===== config.mk =====
export PLATFORM = sky130hd
export DESIGN_NAME = awg_param_ctrl
export DESIGN_NICKNAME = d
export VERILOG_FILES = /design/src/rtl/awg_param_ctrl_pkg.sv /design/src/rtl/key_debounce.sv /design/src/rtl/awg_param_ctrl.sv
export SDC_FILE = /design/constraint.sdc
export NUM_CORES = 1
export LEC_CHECK = 0
export CORE_UTILIZATION = 56
export CTS_BUF_LIST = sky130_fd_sc_hd__clkbuf_16
export CTS_CLUSTER_DIAMETER = 30
export DETAILED_ROUTE_END_ITERATION = 10
export PLACE_DENSITY = 0.74
export SETUP_SLACK_MARGIN = 0.5
export SKIP_CTS_REPAIR_TIMING = 1
export SLEW_MARGIN = 5
export SYNTH_ARGS = -nofsm -noshare
export SYNTH_HDL_FRONTEND = slang
export SYNTH_SLANG_ARGS = --single-unit

===== constraint.sdc =====
create_clock -name clk -period 2.3 [get_ports clk]
set_input_delay 0.575 -clock clk [delete_from_list [all_inputs] [get_ports clk]]
set_output_delay 0.575 -clock clk [all_outputs]
set_load 0.1 [all_outputs]

===== src/rtl/awg_param_ctrl_pkg.sv =====
// Shared constants and helpers for the AWG parameter controller:
// key indices, output widths, parameter limits and step decoding.
package awg_param_ctrl_pkg;

   localparam int KEY_NUM      = 7;
   localparam int KEY_FREQ_UP  = 0;
   localparam int KEY_FREQ_DN  = 1;
   localparam int KEY_AMP_UP   = 2;
   localparam int KEY_AMP_DN   = 3;
   localparam int KEY_PHASE_UP = 4;
   localparam int KEY_PHASE_DN = 5;
   localparam int KEY_RUN      = 6;

   localparam int FREQ_W  = 12;
   localparam int AMP_W   = 3;
   localparam int PHASE_W = 8;

   localparam logic [FREQ_W-1:0] FREQ_MIN = 12'd1;
   localparam logic [FREQ_W-1:0] FREQ_MAX = 12'd4095;
   localparam logic [AMP_W-1:0]  AMP_MAX  = 3'd7;

   typedef enum logic [1:0] {
      STEP_NONE,
      STEP_UP,
      STEP_DN
   } step_t;

   // Up and down in the same cycle cancel each other.
   function automatic step_t step_dir(input logic up, input logic dn);
      if (up && !dn) return STEP_UP;
      if (dn && !up) return STEP_DN;
      return STEP_NONE;
   endfunction

endpackage


===== src/rtl/key_debounce.sv =====
// One button: 2-flop synchronizer, debounce counter on the synchronized
// level, and a one-cycle pulse on each accepted press plus optional
// auto-repeat pulses while the key stays pressed.
module key_debounce
   import awg_param_ctrl_pkg::*;
#(
   parameter int DEBOUNCE_CYCLES = 1_000_000,
   parameter int REPEAT_DELAY    = 25_000_000,
   parameter int REPEAT_PERIOD   = 5_000_000,
   parameter bit REPEAT_EN       = 1'b1
) (
   input  logic clk,
   input  logic rst,
   input  logic key_n,
   output logic pulse
);

   localparam int DB_W    = $clog2(DEBOUNCE_CYCLES + 1);
   localparam int RPT_MAX = (REPEAT_DELAY > REPEAT_PERIOD) ? REPEAT_DELAY : REPEAT_PERIOD;
   localparam int RPT_W   = $clog2(RPT_MAX + 1);

   logic             sync1, sync2, level;
   logic [DB_W-1:0]  db_cnt;
   logic [RPT_W-1:0] rpt_cnt, rpt_tgt;
   logic             rpt_first;
   logic             accept;

   // A level change is taken on the edge that sees the last of the
   // required consecutive differing samples.
   assign accept  = (sync2 != level) && (db_cnt == DB_W'(DEBOUNCE_CYCLES - 1));
   assign rpt_tgt = rpt_first ? RPT_W'(REPEAT_DELAY - 1) : RPT_W'(REPEAT_PERIOD - 1);

   // Synchronize the asynchronous button; idle (released) level is 1.
   always_ff @(posedge clk) begin
      if (rst) begin
         sync1 <= 1'b1;
         sync2 <= 1'b1;
      end else begin
         sync1 <= key_n;
         sync2 <= sync1;
      end
   end

   // Debounce: any sample equal to the accepted level restarts the count.
   always_ff @(posedge clk) begin
      if (rst) begin
         db_cnt <= '0;
         level  <= 1'b1;
      end else if (sync2 == level) begin
         db_cnt <= '0;
      end else if (accept) begin
         level  <= sync2;
         db_cnt <= '0;
      end else begin
         db_cnt <= db_cnt + 1'b1;
      end
   end

   // Press pulse, then repeat pulses while held; a release (or reset)
   // clears the repeat timer.
   always_ff @(posedge clk) begin
      if (rst) begin
         pulse     <= 1'b0;
         rpt_cnt   <= '0;
         rpt_first <= 1'b1;
      end else begin
         pulse <= 1'b0;
         if (accept && !sync2) begin
            pulse     <= 1'b1;
            rpt_cnt   <= '0;
            rpt_first <= 1'b1;
         end else if (REPEAT_EN && !level && !accept) begin
            if (rpt_cnt == rpt_tgt) begin
               pulse     <= 1'b1;
               rpt_cnt   <= '0;
               rpt_first <= 1'b0;
            end else begin
               rpt_cnt <= rpt_cnt + 1'b1;
            end
         end else begin
            rpt_cnt   <= '0;
            rpt_first <= 1'b1;
         end
      end
   end

endmodule


===== src/rtl/awg_param_ctrl.sv =====
// AWG front-panel controller: seven debounced buttons adjust frequency,
// amplitude and phase registers and toggle the generator enable.
module awg_param_ctrl
   import awg_param_ctrl_pkg::*;
#(
   parameter int                 DEBOUNCE_CYCLES = 1_000_000,
   parameter int                 REPEAT_DELAY    = 25_000_000,
   parameter int                 REPEAT_PERIOD   = 5_000_000,
   parameter logic [FREQ_W-1:0]  FREQ_RST        = 12'd1,
   parameter logic [AMP_W-1:0]   AMP_RST         = 3'd7,
   parameter logic [PHASE_W-1:0] PHASE_RST       = 8'd0
) (
   input  logic               clk,
   input  logic               rst,
   input  logic [6:0]         key_n,
   output logic               en,
   output logic [FREQ_W-1:0]  state_freq,
   output logic [AMP_W-1:0]   state_amp,
   output logic [PHASE_W-1:0] state_phase,
   output logic               param_upd
);

   logic [KEY_NUM-1:0] press;
   logic [FREQ_W-1:0]  freq_nxt;
   logic [AMP_W-1:0]   amp_nxt;
   logic [PHASE_W-1:0] phase_nxt;
   logic               en_nxt;

   for (genvar i = 0; i < KEY_NUM; i++) begin : g_key
      key_debounce #(
         .DEBOUNCE_CYCLES (DEBOUNCE_CYCLES),
         .REPEAT_DELAY    (REPEAT_DELAY),
         .REPEAT_PERIOD   (REPEAT_PERIOD),
         .REPEAT_EN       (i != KEY_RUN)
      ) u_key (
         .clk   (clk),
         .rst   (rst),
         .key_n (key_n[i]),
         .pulse (press[i])
      );
   end

   // Next values: saturating freq/amp, wrapping phase, toggling enable.
   always_comb begin
      freq_nxt  = state_freq;
      amp_nxt   = state_amp;
      phase_nxt = state_phase;
      en_nxt    = en ^ press[KEY_RUN];

      case (step_dir(press[KEY_FREQ_UP], press[KEY_FREQ_DN]))
         STEP_UP: if (state_freq != FREQ_MAX) freq_nxt = state_freq + 1'b1;
         STEP_DN: if (state_freq != FREQ_MIN) freq_nxt = state_freq - 1'b1;
         default: ;
      endcase

      case (step_dir(press[KEY_AMP_UP], press[KEY_AMP_DN]))
         STEP_UP: if (state_amp != AMP_MAX) amp_nxt = state_amp + 1'b1;
         STEP_DN: if (state_amp != '0)      amp_nxt = state_amp - 1'b1;
         default: ;
      endcase

      case (step_dir(press[KEY_PHASE_UP], press[KEY_PHASE_DN]))
         STEP_UP: phase_nxt = state_phase + 1'b1;
         STEP_DN: phase_nxt = state_phase - 1'b1;
         default: ;
      endcase
   end

   // Output registers; param_upd flags a real change only, so saturated
   // or cancelled steps stay silent.
   always_ff @(posedge clk) begin
      if (rst) begin
         state_freq  <= FREQ_RST;
         state_amp   <= AMP_RST;
         state_phase <= PHASE_RST;
         en          <= 1'b1;
         param_upd   <= 1'b0;
      end else begin
         state_freq  <= freq_nxt;
         state_amp   <= amp_nxt;
         state_phase <= phase_nxt;
         en          <= en_nxt;
         param_upd   <= (freq_nxt != state_freq) || (amp_nxt != state_amp) ||
                        (phase_nxt != state_phase) || (en_nxt != en);
      end
   end

endmodule

### Word-level counts from Yosys, hierarchy flattened

Cells that the tools add are included.
Widths: inputs -> output; s select.

* register bits after elaboration: 349
* bits of input ports: 9
* output and inout port bits: 25
* word-level logic and storage cells: 259

* $add $sub $neg: 19
* eq/ne operators: 40
* multiplexer cells: 53
* bitwise gates (word level): 14
* reduce and logical (&&, ||, !) cells: 81

Operators with widths (count)
* $add 25x1->25 const B: 6
* $eq 25x25->1: 6
* $mux 25: 6
* $add 20x1->20 const B: 7
* $eq 20x20->1 const B: 7
* $reduce_or 3->1: 13
* $mux 1: 28
* $logic_and 1x1->1: 26
* $logic_not 1->1: 25
* $mux 12: 2
* $mux 2: 12
* $pmux 12 s2: 1
* $reduce_or 4->1: 6
* $pmux 8 s2: 1
* $reduce_and 2->1: 7
* $not 1->1: 13
* $add 12x1->12 const B: 1
* $ne 12x1->1 const B: 1
* $ne 12x12->1: 1
* $ne 12x12->1 const B: 1
* $sub 12x1->12 const B: 1
* $add 8x1->8 const B: 1
* $ne 1x1->1: 8
* $ne 8x8->1: 1
* 13 further kinds: 26

### Longest topological paths before layout

Gate-level depths: netlist of the first run.

* word-level depth: 12
* depth in mapped cells: 10
* gate-level depth less buffers: 10

### By module

From an unflattened synthesis of the first run, not the netlist that was laid out.

* cell total of the unflattened synthesis: 1939
* area, all modules: 16532.1 um^2

By module, submodules not included
* key_debounce (g_key[0].u_key ...): instances 6, cells an instance 250, area each 2182.1 um^2
* awg_param_ctrl: instances 1, cells an instance 325, area each 2407.3 um^2
* key_debounce (g_key[6].u_key): instances 1, cells an instance 114, area each 1032.2 um^2

### Least setup slack after synthesis of the first run

OpenSTA, ideal clock, no wires.

* path kind: register to register
* start point: register state_amp[1]
* end point: register param_upd
* library setup time: 143 ps
* data arrival time: 2851 ps
* data required time: 2157 ps
* slack: -693 ps
* stages on the path, launching flop included: 10
* period minus slack after synthesis: 2993 ps
* cells stage by stage: dfxtp_1 -> inv_1 -> ha_1 -> nor2b_1 -> o21ai_0 -> and3b_1 -> or4_1 -> nor4_1 -> and4b_1 -> a41oi_1

* cells in the longest elaborated chain, start to end: 7
* elaborated cells between the ends (all ways): 11

RTL lines
* from (decl): RTL line awg_param_ctrl.sv:18 `output logic [AMP_W-1:0] state_amp,`
* from (signal assigned): RTL line awg_param_ctrl.sv:80 `state_amp <= amp_nxt;`
* $sub 3x1->3, or another cell as far along: RTL line awg_param_ctrl.sv:58 `STEP_DN: if (state_amp != '0) amp_nxt = state_amp - 1'b1;`
* $mux 3 (on tied branches): RTL line awg_param_ctrl.sv:58, awg_param_ctrl.sv:57
* $pmux 3 s2: RTL line awg_param_ctrl.sv:56 `case (step_dir(press[KEY_AMP_UP], press[KEY_AMP_DN]))`
* $ne 3x3->1 (*): RTL line awg_param_ctrl.sv:83 `param_upd <= (freq_nxt != state_freq) || (amp_nxt != state_amp) ||`
* $logic_or 1x1->1 (*) (2 in a row): RTL line awg_param_ctrl.sv:83
* $logic_or 1x1->1 (*): RTL line awg_param_ctrl.sv:84 `(phase_nxt != state_phase) || (en_nxt != en);`
* to (signal assigned): RTL line awg_param_ctrl.sv:83
* to (decl): RTL line awg_param_ctrl.sv:20 `output logic param_upd`

Mark *: on every way between the ends. The rest lies on a longest branch, timed or not.
A chain may end at the register's enable or synchronous reset.

### Worst setup path in the final report of the first run

* start point: register g_key[2].u_key.pulse
* end point: register param_upd

* cells in the longest elaborated chain, start to end: 12
* elaborated cells between the ends (all ways): 16

RTL lines
* from (decl): RTL line key_debounce.sv:15 `output logic pulse`
* from (signal assigned): RTL line key_debounce.sv:63 `pulse <= 1'b0;`
* from (signal assigned): RTL line key_debounce.sv:67 `pulse <= 1'b0;`
* from (signal assigned): RTL line key_debounce.sv:69 `pulse <= 1'b1;`
* $logic_not 1->1: RTL line awg_param_ctrl_pkg.sv:31 `if (dn && !up) return STEP_DN;`
* $logic_and 1x1->1: RTL line awg_param_ctrl_pkg.sv:31
* $mux 1 (2 in a row): RTL line awg_param_ctrl_pkg.sv:31
* $mux 2: RTL line awg_param_ctrl_pkg.sv:32 `return STEP_NONE;`
* $mux 2 (*): RTL line awg_param_ctrl_pkg.sv:31
* $eq 2x2->1 or $eq 2x1->1 (tied branches): RTL line awg_param_ctrl.sv:56
* $pmux 3 s2 (*): RTL line awg_param_ctrl.sv:56
* $ne 3x3->1 (*): RTL line awg_param_ctrl.sv:83
* $logic_or 1x1->1 (*) (2 in a row): RTL line awg_param_ctrl.sv:83
* $logic_or 1x1->1 (*): RTL line awg_param_ctrl.sv:84

Mark *: on every way between the ends. The rest lies on a longest branch, timed or not. The select of a mux whose other input is x is not followed.

==> impl_results.rst, run 1 <==
.. list-table::
   :header-rows: 1

   * - Metric
     - Value
   * - First DRT Iteration DRCs
     - 989
   * - Via count of the first global-routing pass
     - approximately 13000
   * - Fill cell instance count of the final layout
     - 1474
   * - Post-placement cell area
     - ~17000 um2
   * - Highest-utilization routing layer at the global route stage
     - met2
   * - Post-Synthesis Net Count
     - around 1900
   * - Area share of the largest cell type after synthesis
     - a little over two fifths
   * - Number of inserted diodes
     - 0
   * - Leakage power total
     - 7.86 nW
   * - Min-Delay Path Depth
     - 1
   * - RSZ-0062 raised after global routing
     - yes
   * - Clock tree from TritonCTS
     - done
   * - # H-tree levels
     - 3
   * - Post-synthesis to final-layout area growth
     - 44.8%
   * - Clock buffers created by TritonCTS
     - 74
   * - Primary FF master, synth
     - sky130_fd_sc_hd__dfxtp_1
   * - Combinational fraction of design power
     - 0.9%
   * - CP Data Required Time
     - ~2700 ps
   * - Global routing usage summed across all routing layers
     - around 24%
   * - Sum of internal, switching and leakage power
     - roughly 17 mW
   * - Placed wire-length estimate
     - approximately 23000 um
   * - Wire length of the first global-routing pass
     - a little under 60000 um
   * - CTS Sinks
     - between 300 and 400
   * - Switching pwr
     - ~3.8 mW
   * - Top cells by area in the synthesized netlist
     - sky130_fd_sc_hd__dfxtp_1 44%, sky130_fd_sc_hd__nor2_1 9.4%, sky130_fd_sc_hd__xor2_1 8.3%
   * - Fraction of layout instances using a drive strength above 1
     - 33.4%
   * - Post-synth EDFFs
     - 0
   * - Effective utilization at floorplan
     - between 50% and 60%
   * - Post-route insts no fill
     - between 2000 and 3000
   * - CP endpoint kind
     - flop
   * - Routed Antenna Nets
     - 0
   * - Synth Warn #
     - 0
   * - Number of max-slew violations in the final report
     - 0
   * - Cell taking the most area after synthesis
     - sky130_fd_sc_hd__dfxtp_1
   * - Total of buffers placed on input and output ports
     - 33
   * - Met3 Usage GRT
     - roughly 4.8%
   * - Max frequency
     - ~0.43 GHz
   * - Worst slew margin
     - between 20% and 30%
   * - Final number of hold-violating endpoints
     - 0
   * - Sequential share of the synthesized area
     - 43.9%
   * - Worst reg2reg path startpoint
     - g_key[2].u_key.pulse$_SDFF_PP0_
   * - Maximum clock path buffer count
     - 3
   * - Endpoint of the most critical setup path
     - param_upd$_SDFF_PP0_
   * - Sort of element at the start of the critical path
     - flop
   * - Vias per std cell
     - a little under 6
   * - Total Nets Final
     - approximately 2100
   * - Final setup violation count
     - 1
   * - Reg power frac
     - 35.0%
   * - Placer congestion estimate
     - 0.909
   * - Arrival time at the worst endpoint
     - 2750 ps
   * - CP max FO
     - 5
   * - Remaining design rule violation count
     - 0
   * - Int Power
     - around 14 mW
   * - Maximum number of pins on one net before global-route repair
     - 27
   * - Std cell rows
     - just over 60
   * - Routed wire length
     - 47500 um
   * - Worst vdd rail ir drop
     - slightly below 0.7 mV
   * - Worst clock skew on the final layout
     - roughly 28 ps
   * - Full die area
     - slightly below 30000 um2
   * - Worst setup slack after layout
     - -38.0 ps
   * - Kind of path behind the tightest hold check
     - reg2reg
   * - Remaining global-route overflow
     - 0
   * - Clock latency at the later pin of the worst-skew pair
     - 560 ps
   * - Synth Instances
     - around 1900
   * - Status
     - complete, but fails checks
   * - Fraction of the core area covered by cells at the end of the flow
     - approximately 83%
   * - Power Dens Cells
     - approximately 750 nW/um2
   * - DIE HEIGHT
     - 171 um
   * - Worst Max-Slew Pin Slew
     - ~1100 ps
   * - Failing checks
     - setup timing
   * - Setup slack, reg-to-reg
     - -40 ps
   * - Launching element of the worst setup path
     - g_key[2].u_key.pulse$_SDFF_PP0_
   * - Setup WS pre-CTS
     - -83.6 ps
   * - DR WL/cell
     - about 19 um
   * - Final worst-path cycle share
     - 102%
   * - Max capacitance violation total
     - 0
   * - Worst setup path class
     - reg2reg
   * - CTS clock-pin slew for the worst setup and hold paths
     - ~50 ps
   * - Met2 Track Usage GR
     - 40.6%
   * - Clock root buffer
     - sky130_fd_sc_hd__clkbuf_16
   * - Placeable core region
     - roughly 28000 um2
   * - Number of iterations in the first detailed-routing pass
     - 8
   * - Synth Area per Inst
     - roughly 8.5 um2
   * - Non-Filler Cell Area, Final
     - ~23000 um2
   * - Ys async rst share
     - 0%
   * - Switching share of power
     - roughly 22%
   * - Worst Reg-to-Reg Cells
     - 9
   * - Synth Register Bits
     - between 300 and 400
   * - Fraction of met1 tracks used by global routing
     - 31.0%
   * - Shortest clock period the worst path allows after layout
     - between 2000 and 2500 ps
   * - Relative contribution of the clock network to total power
     - approximately 64%
   * - Terminus of the critical flop-to-flop path
     - param_upd$_SDFF_PP0_
   * - # placed instances
     - ~2300
   * - Number of antenna violations at the first check in global routing
     - 0
   * - Number of unique standard cell types used by synthesis
     - 74
   * - Die width
     - approximately 170 um
   * - Cell area after synthesis
     - between 15000 and 20000 um2
   * - Routed via count
     - ~15000
   * - Number of ports placed on the die boundary
     - 34
-- flip-flops by register name, indices dropped and copies added (netlist names) --
| register | cells |
|---|---|
| g_key.u_key.rpt_cnt | 150 |
| g_key.u_key.db_cnt | 140 |
| state_freq | 12 |
| state_phase | 8 |
| g_key.u_key.level | 7 |
| g_key.u_key.pulse | 7 |
| g_key.u_key.sync1 | 7 |
| g_key.u_key.sync2 | 7 |
| g_key.u_key.rpt_first | 6 |
| state_amp | 3 |
| en | 1 |
| param_upd | 1 |
-- power groups by stage --
stage	combinational (mW)	sequential (mW)	clock, mW
after floorplan	0.0528	6.18	0
after global placement	0.0914	6.18	0
after detailed placement	0.0934	6.18	0
after CTS	0.0936	6.06	11.1
after global routing	0.159	6.06	11.5
final	0.153	6.06	11.1
-- cell usage in the layout (no fill, tap or decap), types with 44 or more instances in the layout --
| cell | n |
|---|---|
| sky130_fd_sc_hd__dfxtp_1 | 285 |
| sky130_fd_sc_hd__buf_4 | 113 |
| sky130_fd_sc_hd__nand3_1 | 104 |
| sky130_fd_sc_hd__nand2_1 | 142 |
| sky130_fd_sc_hd__nand4_1 | 60 |
| sky130_fd_sc_hd__inv_1 | 44 |
| sky130_fd_sc_hd__xor2_1 | 143 |
| sky130_fd_sc_hd__xnor2_1 | 128 |
| sky130_fd_sc_hd__clkbuf_16 | 88 |
| sky130_fd_sc_hd__and3_1 | 45 |
| sky130_fd_sc_hd__nor2_4 | 99 |
| sky130_fd_sc_hd__nor2_2 | 56 |
| sky130_fd_sc_hd__nor2_1 | 245 |
-- per-stage QoR --
stage / hold WS [ps] / TNS, ps
floorplan: 389 / -49.3
global placement: 392 / -73.5
detailed placement: 395 / -83.6
CTS: 400 / -102
global route: 429 / -135
finish: 406 / -38.0
-- worst min-delay path by stage --
| stage | start | to |
|---|---|---|
| 2_1_floorplan | g_key[0].u_key.sync1$_SDFF_PP1_ | g_key[0].u_key.sync2$_SDFF_PP1_ |
| 3_3_place_gp | g_key[6].u_key.sync1$_SDFF_PP1_ | g_key[6].u_key.sync2$_SDFF_PP1_ |
| 3_5_place_dp | g_key[2].u_key.sync1$_SDFF_PP1_ | g_key[2].u_key.sync2$_SDFF_PP1_ |
| 4_1_cts | g_key[2].u_key.sync1$_SDFF_PP1_ | g_key[2].u_key.sync2$_SDFF_PP1_ |
| 5_1_grt | g_key[2].u_key.sync1$_SDFF_PP1_ | g_key[2].u_key.sync2$_SDFF_PP1_ |
| 6_report | g_key[2].u_key.sync1$_SDFF_PP1_ | g_key[2].u_key.sync2$_SDFF_PP1_ |
-- area by class of cell --
class	count	area (um2)	share of cell area, %
Inverter	48	189	0.820
Sequential cell	349	7120	30.9
Clock inverter	54	672	2.92
Tap cell	378	473	2.05
Timing Repair Buffer	183	1950	8.48
Multi-Input combinational cell	1444	10700	46.3
Clock buffer	78	1950	8.47
-- logic make-up after synthesis --
family / Yosys count / synth area share (%)
buffers and inverters: 95 / 2.46
and+or+nand+nor: 990 / 30.2
muxes: 11 / 0.708
xor gates and xnor gates: 280 / 15.4
DFF: 349 / 43.9
AOI/OAI and AO/OA: 120 / 4.86
adders and majority gates: 31 / 2.49
-- cells in the mapped netlist, types with 20 or more instances --
cell type	number
sky130_fd_sc_hd__xor2_1	151
sky130_fd_sc_hd__nand3_1	119
sky130_fd_sc_hd__and3_1	60
sky130_fd_sc_hd__nor4_1	32
sky130_fd_sc_hd__buf_2	25
sky130_fd_sc_hd__a21oi_1	32
sky130_fd_sc_hd__clkbuf_1	20
sky130_fd_sc_hd__nor2_1	398
sky130_fd_sc_hd__inv_1	46
sky130_fd_sc_hd__dfxtp_1	349
sky130_fd_sc_hd__nor3_1	50
sky130_fd_sc_hd__ha_1	30
sky130_fd_sc_hd__nand4_1	60
sky130_fd_sc_hd__o21ai_0	31
sky130_fd_sc_hd__xnor2_1	129
sky130_fd_sc_hd__nand2_1	152
-- routing by layer --
layer	share of wire (%)	routed length, um
met1	40	19100
met2	51	24000
met3	5.7	2730
met4	3.4	1640
met5	0	0
-- worst max-delay path, cell delays in order, from the launching register on --
cell	delay, ps
sky130_fd_sc_hd__dfxtp_2	330
sky130_fd_sc_hd__inv_1	100
sky130_fd_sc_hd__ha_4	170
sky130_fd_sc_hd__nor2b_1	170
sky130_fd_sc_hd__o21ai_0	110
sky130_fd_sc_hd__and3b_1	200
sky130_fd_sc_hd__or4_4	550
sky130_fd_sc_hd__nor4_4	250
sky130_fd_sc_hd__and4b_1	230
sky130_fd_sc_hd__a41oi_2	90
Power figures use the tool's default switching activity.
==> run 2, diff against run 1 <==
--- a/config.mk
+++ b/config.mk
@@ -9,6 +9,7 @@
 export CTS_BUF_LIST = sky130_fd_sc_hd__clkbuf_16
 export CTS_CLUSTER_DIAMETER = 30
 export DETAILED_ROUTE_END_ITERATION = 10
+export GPL_ROUTABILITY_DRIVEN = 0
 export PLACE_DENSITY = 0.74
 export SETUP_SLACK_MARGIN = 0.5
 export SKIP_CTS_REPAIR_TIMING = 1
@@ -16,3 +17,4 @@
 export SYNTH_ARGS = -nofsm -noshare
 export SYNTH_HDL_FRONTEND = slang
 export SYNTH_SLANG_ARGS = --single-unit
+export TNS_END_PERCENT = 50
==> run 2 against run 1 <==
The run still ends with setup timing left. Total power down 7.1%. Clock power shrank 11%. Via count decreased by 2.9%. Final area is 3.7% lower. Die area stayed put. Utilization shrank 3.0 points. Sequential power hardly changed. Count of clock-buffer cells in the layout fell by 6. Register-to-register slack worse by 30 ps. Wire length shrank 12%. Fmax shrank 1.4%. Critical path depth did not move. Critical path type unchanged. Largest cell class unchanged. Largest power group unchanged.
==> impl_results.rst, run 2 (synthesis gave the netlist of run 1 again) <==
.. list-table::
   :header-rows: 1

   * - Metric
     - Value
   * - Clock buffers created by TritonCTS
     - 72 (-2.7%)
   * - Vias per std cell
     - 5.71 (-3.0%)
   * - Number of flip-flops in the largest register
     - 150 (unchanged)
   * - Routed via count
     - 14500 (-2.9%)
   * - Clock tree from TritonCTS
     - done
   * - Worst Max-Slew Pin Slew
     - 729 ps (-325 ps)
   * - Full die area
     - 29100 um2 (unchanged)
   * - Fraction of the core area covered by cells at the end of the flow
     - 79.6% (-3.0 points)
   * - Most common cell after layout, fill and taps aside
     - sky130_fd_sc_hd__nor2_1
   * - Routed Antenna Nets
     - 0 (unchanged)
   * - Leakage power total
     - 7.61 nW (-3.1%)
   * - Non-Filler Cell Area, Final
     - 22200 um2 (-3.7%)
   * - Min-Delay Path Depth
     - 1 (unchanged)
   * - Placed wire-length estimate
     - 22700 um (-0.84%)
   * - Maximum number of pins on one net before global-route repair
     - 25 (-7.4%)
   * - CTS Sinks
     - 349 (unchanged)
   * - Post-synthesis to final-layout area growth
     - 39.5%
   * - Cells along the critical path
     - inv_4 -> ha_4 -> nor3b_4 -> a41o_1 -> nor3_1 -> or4_1 -> nor4_2 -> and4b_1 -> a41oi_2
   * - First DRT Iteration DRCs
     - 883 (-11%)
   * - Worst reg2reg path startpoint
     - state_freq[1]$_SDFF_PP0_
   * - Number of max-slew violations in the final report
     - 0 (unchanged)
   * - Wl on met1
     - 16800 um (-12%)
   * - Placeable core region
     - 27900 um2 (unchanged)
   * - Clock latency at the later pin of the worst-skew pair
     - 570 ps (about the same)
   * - Worst Reg-to-Reg Cells
     - 9 (unchanged)
   * - Highest-count cells in the layout ignoring fill and taps
     - 291 x sky130_fd_sc_hd__nor2_1, 283 x sky130_fd_sc_hd__dfxtp_1, 145 x sky130_fd_sc_hd__xor2_1
   * - Buffering stage count on the worst path with inverters included
     - 1 (unchanged)
   * - Setup slack, reg-to-reg
     - -70 ps (-30 ps)
   * - Global routing usage summed across all routing layers
     - 23.4% (-0.92 points)
   * - Worst setup path class
     - reg2reg
   * - Routed wire length
     - 42000 um (-12%)
   * - Maximum clock path buffer count
     - 3 (unchanged)
   * - HP Start
     - g_key[5].u_key.sync1$_SDFF_PP1_
   * - Terminus of the critical flop-to-flop path
     - param_upd$_SDFF_PP0_
   * - DR WL/cell
     - 16.6 um (-12%)
   * - Max capacitance violation total
     - 0 (unchanged)
   * - Status
     - complete, but fails checks
   * - Worst setup slack after layout
     - -71.3 ps (-33.2 ps)
   * - CP endpoint kind
     - flop
   * - Via count of the first global-routing pass
     - 12700 (+0.32%)
   * - Sum of internal, switching and leakage power
     - 16.1 mW (-7.1%)
   * - Slowest Stage Delay on Critical Path
     - 480 ps (-70 ps)
   * - Post-placement cell area
     - 17400 um2 (+0.38%)
   * - Top flop regs
     - g_key.u_key.rpt_cnt x150, g_key.u_key.db_cnt x140, state_freq x12
   * - Max frequency
     - 0.422 GHz (-1.4%)
   * - Fill cell instance count of the final layout
     - 1627 (+10%)
   * - CP max FO
     - 5 (unchanged)
   * - Met2 WL
     - 21400 um (-11%)
   * - Shortest clock period the worst path allows after layout
     - 2370 ps (+33.2 ps)
   * - Remaining design rule violation count
     - 0 (unchanged)
   * - Remaining global-route overflow
     - 0 (unchanged)
   * - Number of iterations in the first detailed-routing pass
     - 5 (-3)
   * - Top Metal Used
     - met4
   * - Worst vdd rail ir drop
     - 0.640 mV (-6.3%)
   * - Worst slew margin
     - 51.4% (+22 points)
   * - CP Data Required Time
     - 2730 ps (+20 ps)
   * - Sort of element at the start of the critical path
     - flop
   * - RSZ-0062 raised after global routing
     - yes
   * - Std cell rows
     - 61 (unchanged)
   * - Die width
     - 171 um (unchanged)
   * - Number of antenna violations at the first check in global routing
     - 1 (+1)
   * - Effective utilization at floorplan
     - 57.1% (unchanged)
   * - Number of inserted diodes
     - 0 (unchanged)
   * - Cell family with the largest share of critical-path delay
     - simple AND/OR/NAND/NOR gates
   * - Power Dens Cells
     - 726 nW/um2 (-3.5%)
   * - Arrival time at the worst endpoint
     - 2800 ps (+50 ps)
   * - Total of buffers placed on input and output ports
     - 33 (unchanged)
   * - Master of the slowest instance on the critical path
     - sky130_fd_sc_hd__or4_1
   * - Wire length of the first global-routing pass
     - 56900 um (-2.9%)
   * - Fraction of layout instances using a drive strength above 1
     - 30.4% (-3.1 points)
   * - Hold worst-path end
     - g_key[5].u_key.sync2$_SDFF_PP1_
   * - Number of ports placed on the die boundary
     - 34 (unchanged)
   * - Setup WS pre-CTS
     - -236 ps (-152 ps)
   * - Total Nets Final
     - 2137 (-0.14%)
   * - Register with the highest flop count
     - g_key.u_key.rpt_cnt
   * - Final number of hold-violating endpoints
     - 0 (unchanged)
   * - Failing checks
     - setup timing
   * - Final setup violation count
     - 1 (unchanged)
   * - Final worst-path cycle share
     - 103% (+1.4 points)
   * - Worst clock skew on the final layout
     - 17.2 ps (-10.9 ps)
   * - # H-tree levels
     - 3 (unchanged)
   * - Clock root buffer
     - sky130_fd_sc_hd__clkbuf_16
   * - DIE HEIGHT
     - 171 um (unchanged)
   * - Sum of met3 wire segment lengths after detailed routing
     - 2330 um (-15%)
   * - CTS clock-pin slew for the worst setup and hold paths
     - 50 ps (about the same)
   * - Kind of path behind the tightest hold check
     - reg2reg
-- run 2: changes by cell type in the layout (fill, tap and decap cells not counted), sizes merged --
cell	previous run	this run
inv	66	70
clkinv	21	27
clkbuf	88	77
bufinv	11	5
clkinvlp	4	8
buf	166	170
-- run 2: layout make-up --
cell class / count / area [um2] / share of cell area (%)
multi-input combinational: 1444 / 10200 / 46.2
sequential: 349 / 7130 / 32.1
timing repair buffer: 182 / 1810 / 8.15
clock buffer: 72 / 1800 / 8.12
clock inverter: 62 / 551 / 2.48
tap: 378 / 473 / 2.13
inverter: 48 / 183 / 0.823
-- run 2: worst reg2reg max path, delay by kind of cell, from the launching register on --
family                     cells  cell delay [ps]
and+or+nand+nor                5             1320
DFF                            1              360
AOI/OAI and AO/OA              2              350
adders and majority gates      1              120
buffers and inverters          1               70
-- run 2: how the worst max path moves through the flow --
stage                                    startpoint              endpoint  slack, ps  cells after the start
floorplan                  state_freq[0]$_SDFF_PP1_  param_upd$_SDFF_PP0_        -50                      8
global placement    g_key[3].u_key.pulse$_SDFF_PP0_  param_upd$_SDFF_PP0_       -140                      9
detailed placement  g_key[3].u_key.pulse$_SDFF_PP0_  param_upd$_SDFF_PP0_       -240                      9
CTS                 g_key[3].u_key.pulse$_SDFF_PP0_  param_upd$_SDFF_PP0_       -230                      9
global route               state_freq[1]$_SDFF_PP0_  param_upd$_SDFF_PP0_       -140                      9
finish                     state_freq[1]$_SDFF_PP0_  param_upd$_SDFF_PP0_        -70                      9
-- run 2: power breakdown --
part / total, mW / internal [mW] / leakage (nW) / switching [mW]
combinational: 0.134 / 0.0543 / 3.60 / 0.0793
sequential: 6.06 / 6.05 / 2.85 / 0.0121
clock: 9.92 / 6.37 / 1.17 / 3.54
total: 16.1 / 12.5 / 7.61 / 3.63
-- run 2: routing by layer --
metal,up-vias,GRT usage (%)
li1,6900,-
met1,6958,28.4
met2,464,38.9
met3,156,6.04
met4,0,10.3
met5,-,0
-- run 2: through the flow --
stage	hold WS (ps)	cells	TNS, ps
2_1_floorplan	389	1876	-49.3
3_3_place_gp	394	2334	-144
3_5_place_dp	395	2334	-236
4_1_cts	411	2468	-232
5_1_grt	423	2535	-140
6_report	409	2535	-71.3
==> run 3, diff against run 2 <==
--- a/config.mk
+++ b/config.mk
@@ -16,5 +16,6 @@
 export SLEW_MARGIN = 5
 export SYNTH_ARGS = -nofsm -noshare
 export SYNTH_HDL_FRONTEND = slang
+export SYNTH_HIERARCHICAL = 1
 export SYNTH_SLANG_ARGS = --single-unit
 export TNS_END_PERCENT = 50
==> run 3 against run 2 <==
The run still ends with setup timing left. Critical path depth is 1 higher. Clock power is 9.7% lower. Via count is 0.73% higher. Hold slack better by 5.5 ps. Final cell count is 0.16% higher. Global-route usage is 0.65 points lower. Sequential power hardly changed. Wire length is 2.6% lower. Sequential share of layout area is 0.36 points higher. Largest cell class unchanged.
==> impl_results.rst, run 3 <==
.. list-table::
   :header-rows: 1

   * - Metric
     - Value
   * - Final hold slack
     - 414 ps (+5.48 ps)
   * - Mux cell area share after synthesis
     - 0.704% (-0.0039 points)
   * - Fraction of the mapped netlist area in compound gates
     - 6.36% (+1.5 points)
   * - Cells along the critical path
     - inv_2 -> ha_4 -> ha_4 -> a21o_1 -> a21oi_2 -> o21bai_2 -> a2111oi_2 -> or3_1 -> mux2i_1 -> mux2_2
   * - Routed Antenna Nets
     - 0 (unchanged)
   * - Setup WS pre-CTS
     - -116 ps (+120 ps)
   * - Final worst-path cycle share
     - 101% (-2.4 points)
   * - Post-synthesis adder-cell area fraction
     - 2.39% (-0.093 points)
   * - Post-synth EDFFs
     - 0 (unchanged)
   * - Clock buffers created by TritonCTS
     - 67 (-6.9%)
   * - Worst clock skew on the final layout
     - 26.0 ps (+8.82 ps)
   * - Max frequency
     - 0.432 GHz (+2.4%)
   * - Synth Area per Inst
     - 8.53 um2 (+0.53%)
   * - CTS Sinks
     - 349 (unchanged)
   * - Most frequent cell after synthesis
     - sky130_fd_sc_hd__nor2_1
   * - Final setup violation count
     - 1 (unchanged)
   * - Synth Register Bits
     - 349 (unchanged)
   * - Max capacitance violation total
     - 0 (unchanged)
   * - Number of ports placed on the die boundary
     - 34 (unchanged)
   * - CP max FO
     - 4 (-1)
   * - Number of iterations in the first detailed-routing pass
     - 5 (unchanged)
   * - Wire length of the first global-routing pass
     - 59100 um (+4.0%)
   * - Number of antenna violations at the first check in global routing
     - 0 (-1)
   * - Fraction of layout instances using a drive strength above 1
     - 27.7% (-2.6 points)
   * - # placed instances
     - 2350 (+0.69%)
   * - Area share of the largest cell type after synthesis
     - 42.3% (-1.7 points)
   * - Routed via count
     - 14600 (+0.73%)
   * - Highest-count cells in the layout ignoring fill and taps
     - 297 x sky130_fd_sc_hd__dfxtp_1, 236 x sky130_fd_sc_hd__nor2_1, 177 x sky130_fd_sc_hd__xor2_1
   * - Maximum number of pins on one net before global-route repair
     - 32 (+28%)
   * - Cell family with the largest share of critical-path delay
     - compound AO/OA/AOI/OAI gates
   * - Primary FF master, synth
     - sky130_fd_sc_hd__dfxtp_1
   * - CTS clock-pin slew for the worst setup and hold paths
     - 50 ps (about the same)
   * - Fraction of the mapped netlist area in simple logic gates
     - 30.2% (+0.084 points)
   * - Most used cell, CP
     - sky130_fd_sc_hd__ha_4
   * - Routed wire length
     - 40900 um (-2.6%)
   * - Worst vdd rail ir drop
     - 0.498 mV (-22%)
   * - Buffering stage count on the worst path with inverters included
     - 1 (unchanged)
   * - Synth Warn #
     - 6 (+6)
   * - Combinational fraction of design power
     - 1.1% (+0.3 points)
   * - Top cells by area in the synthesized netlist
     - sky130_fd_sc_hd__dfxtp_1 42%, sky130_fd_sc_hd__xor2_1 9.4%, sky130_fd_sc_hd__nor2_1 8.9%
   * - Ys async rst share
     - 0% (unchanged)
   * - Shortest clock period the worst path allows after layout
     - 2320 ps (-55.4 ps)
   * - CP endpoint kind
     - flop
   * - Clock latency at the later pin of the worst-skew pair
     - 550 ps (-20 ps)
   * - Number of inserted diodes
     - 0 (unchanged)
   * - Total Nets Final
     - 2144 (+0.33%)
   * - Worst setup slack after layout
     - -15.9 ps (+55.4 ps)
   * - Clock root buffer
     - sky130_fd_sc_hd__clkbuf_16
   * - Sequential share of the synthesized area
     - 42.3% (-1.7 points)
   * - Number of unique standard cell types used by synthesis
     - 73 (-1.4%)
   * - Largest family of logic cells by synthesized area
     - simple AND/OR/NAND/NOR gates
   * - List of most frequent post-synthesis cells
     - 390 x sky130_fd_sc_hd__nor2_1, 349 x sky130_fd_sc_hd__dfxtp_1, 177 x sky130_fd_sc_hd__xor2_1, 167 x sky130_fd_sc_hd__nand3_1, 135 x sky130_fd_sc_hd__nand2_1
   * - RSZ-0062 raised after global routing
     - yes
   * - DR WL/cell
     - 16.1 um (-2.8%)
   * - Die width
     - 174 um (+1.9%)
   * - Maximum clock path buffer count
     - 3 (unchanged)
   * - Number of max-slew violations in the final report
     - 0 (unchanged)
   * - Register with the highest flop count
     - g_key.u_key/rpt_cnt
   * - Post-synthesis to final-layout area growth
     - 32.5%
   * - Arrival time at the worst endpoint
     - 2740 ps (-60 ps)
   * - # H-tree levels
     - 3 (unchanged)
   * - Power Dens Cells
     - 694 nW/um2 (-4.5%)
   * - Final total negative setup slack
     - -15.9 ps (+55.4 ps)
   * - Worst Max-Slew Pin Slew
     - 760 ps (+30.9 ps)
   * - Synth Area in XOR/XNOR
     - 14.5% (-0.90 points)
   * - Post-route insts no fill
     - 2539 (+0.16%)
   * - Cell taking the most area after synthesis
     - sky130_fd_sc_hd__dfxtp_1
   * - Status
     - complete, but fails checks
   * - Failing checks
     - setup timing
   * - Int Power
     - 12.0 mW (-4.2%)
   * - First DRT Iteration DRCs
     - 1060 (+20%)
   * - Placed wire-length estimate
     - 22300 um (-2.0%)
   * - Global routing usage summed across all routing layers
     - 22.7% (-0.65 points)
   * - Sort of element at the start of the critical path
     - flop
   * - Final number of hold-violating endpoints
     - 0 (unchanged)
   * - Remaining global-route overflow
     - 0 (unchanged)
   * - CP Data Required Time
     - 2720 ps (about the same)
   * - Setup slack, reg-to-reg
     - -20 ps (+60 ps)
   * - Switching pwr
     - 3.24 mW (-11%)
   * - Total of buffers placed on input and output ports
     - 33 (unchanged)
   * - DIE HEIGHT
     - 174 um (+1.9%)
   * - Worst setup path class
     - reg2reg
   * - Clock tree from TritonCTS
     - done
   * - Reg power frac
     - 39.9% (+2.3 points)
   * - Relative contribution of the clock network to total power
     - 59.0% (-2.5 points)
   * - Cell area after synthesis
     - 16500 um2 (+3.9%)
   * - Placeable core region
     - 28900 um2 (+3.6%)
   * - Number of flip-flops in the largest register
     - 150 (unchanged)
   * - Kind of path behind the tightest hold check
     - reg2reg
   * - Via count of the first global-routing pass
     - 13100 (+2.8%)
   * - Vias per std cell
     - 5.74 (+0.57%)
   * - Master of the slowest instance on the critical path
     - sky130_fd_sc_hd__mux2_2
   * - Full die area
     - 30200 um2 (+3.9%)
   * - Effective utilization at floorplan
     - 57.3% (+0.18 points)
   * - Std cell rows
     - 62 (+1.6%)
   * - Most common cell after layout, fill and taps aside
     - sky130_fd_sc_hd__dfxtp_1
   * - Top flop regs
     - g_key.u_key/rpt_cnt x150, g_key.u_key/db_cnt x140, state_freq x12
   * - Synth Instances
     - 1939 (+3.4%)
   * - Post-Synthesis Net Count
     - 1979 (+3.3%)
   * - Remaining design rule violation count
     - 0 (unchanged)
   * - Worst slew margin
     - 49.3% (-2.1 points)
   * - Leakage power total
     - 7.43 nW (-2.4%)
   * - Slowest Stage Delay on Critical Path
     - 340 ps (-140 ps)
   * - Switching share of power
     - 21.3% (-1.2 points)
-- run 3: layer usage --
metal	track usage (%)	share of wire [%]
met5	0	0
met4	7.97	3.0
met3	4.45	4.9
met2	38.2	50
met1	28.9	42
-- run 3: cells by family after synthesis --
| family | Yosys count |
|---|---|
| simple gates | 1018 |
| flops | 349 |
| xor+xnor | 274 |
| compound gates | 145 |
| buf+inv | 111 |
| fa+ha+maj | 31 |
| mux | 11 |
-- run 3: power by group through the flow --
stage          sequential [mW]  combinational [mW]  clock (mW)
2_1_floorplan             6.18              0.0490           0
4_1_cts                   6.07              0.0904        9.07
3_5_place_dp              6.19              0.0894           0
6_report                  6.06               0.169        8.96
3_3_place_gp              6.19              0.0886           0
5_1_grt                   6.06               0.179        9.42
-- run 3: per-stage QoR --
step / power [mW] / util, % / cell area [um2]
final: 15.2 / 75.9 / 21900
after global routing: 15.7 / 75.9 / 21900
after CTS: 15.2 / 68.4 / 19800
after detailed placement: 6.28 / 61.2 / 17700
after global placement: 6.27 / 61.2 / 17700
after floorplan: 6.23 / - / 16900
-- run 3: final timing paths --
check,startpoint,endpoint,cells past startpoint
worst min-delay path,g_key[1].u_key/sync1$_SDFF_PP1_,g_key[1].u_key/sync2$_SDFF_PP1_,1
worst max-delay path,g_key[4].u_key/pulse$_SDFF_PP0_,state_phase[7]$_SDFF_PP0_,10
worst min register to register,g_key[1].u_key/sync1$_SDFF_PP1_,g_key[1].u_key/sync2$_SDFF_PP1_,1
worst max register to register,g_key[4].u_key/pulse$_SDFF_PP0_,state_phase[7]$_SDFF_PP0_,10
-- run 3: worst reg2reg max path: stages, from the launching register on --
cell	delay, ps
sky130_fd_sc_hd__dfxtp_2	310
sky130_fd_sc_hd__inv_2	40
sky130_fd_sc_hd__ha_4	170
sky130_fd_sc_hd__ha_4	230
sky130_fd_sc_hd__a21o_1	160
sky130_fd_sc_hd__a21oi_2	170
sky130_fd_sc_hd__o21bai_2	90
sky130_fd_sc_hd__a2111oi_2	310
sky130_fd_sc_hd__or3_1	170
sky130_fd_sc_hd__mux2i_1	200
sky130_fd_sc_hd__mux2_2	340
-- run 3: cell type report --
| type | count | area (um2) |
|---|---|---|
| repair buffers | 151 | 1540 |
| inverters | 49 | 194 |
| fillers | 1854 | 6950 |
| well taps | 384 | 480 |
| clock buffers | 68 | 1700 |
| multi-input cells | 1486 | 10500 |
| clock inverters | 52 | 393 |
| flip-flops and latches | 349 | 7110 |
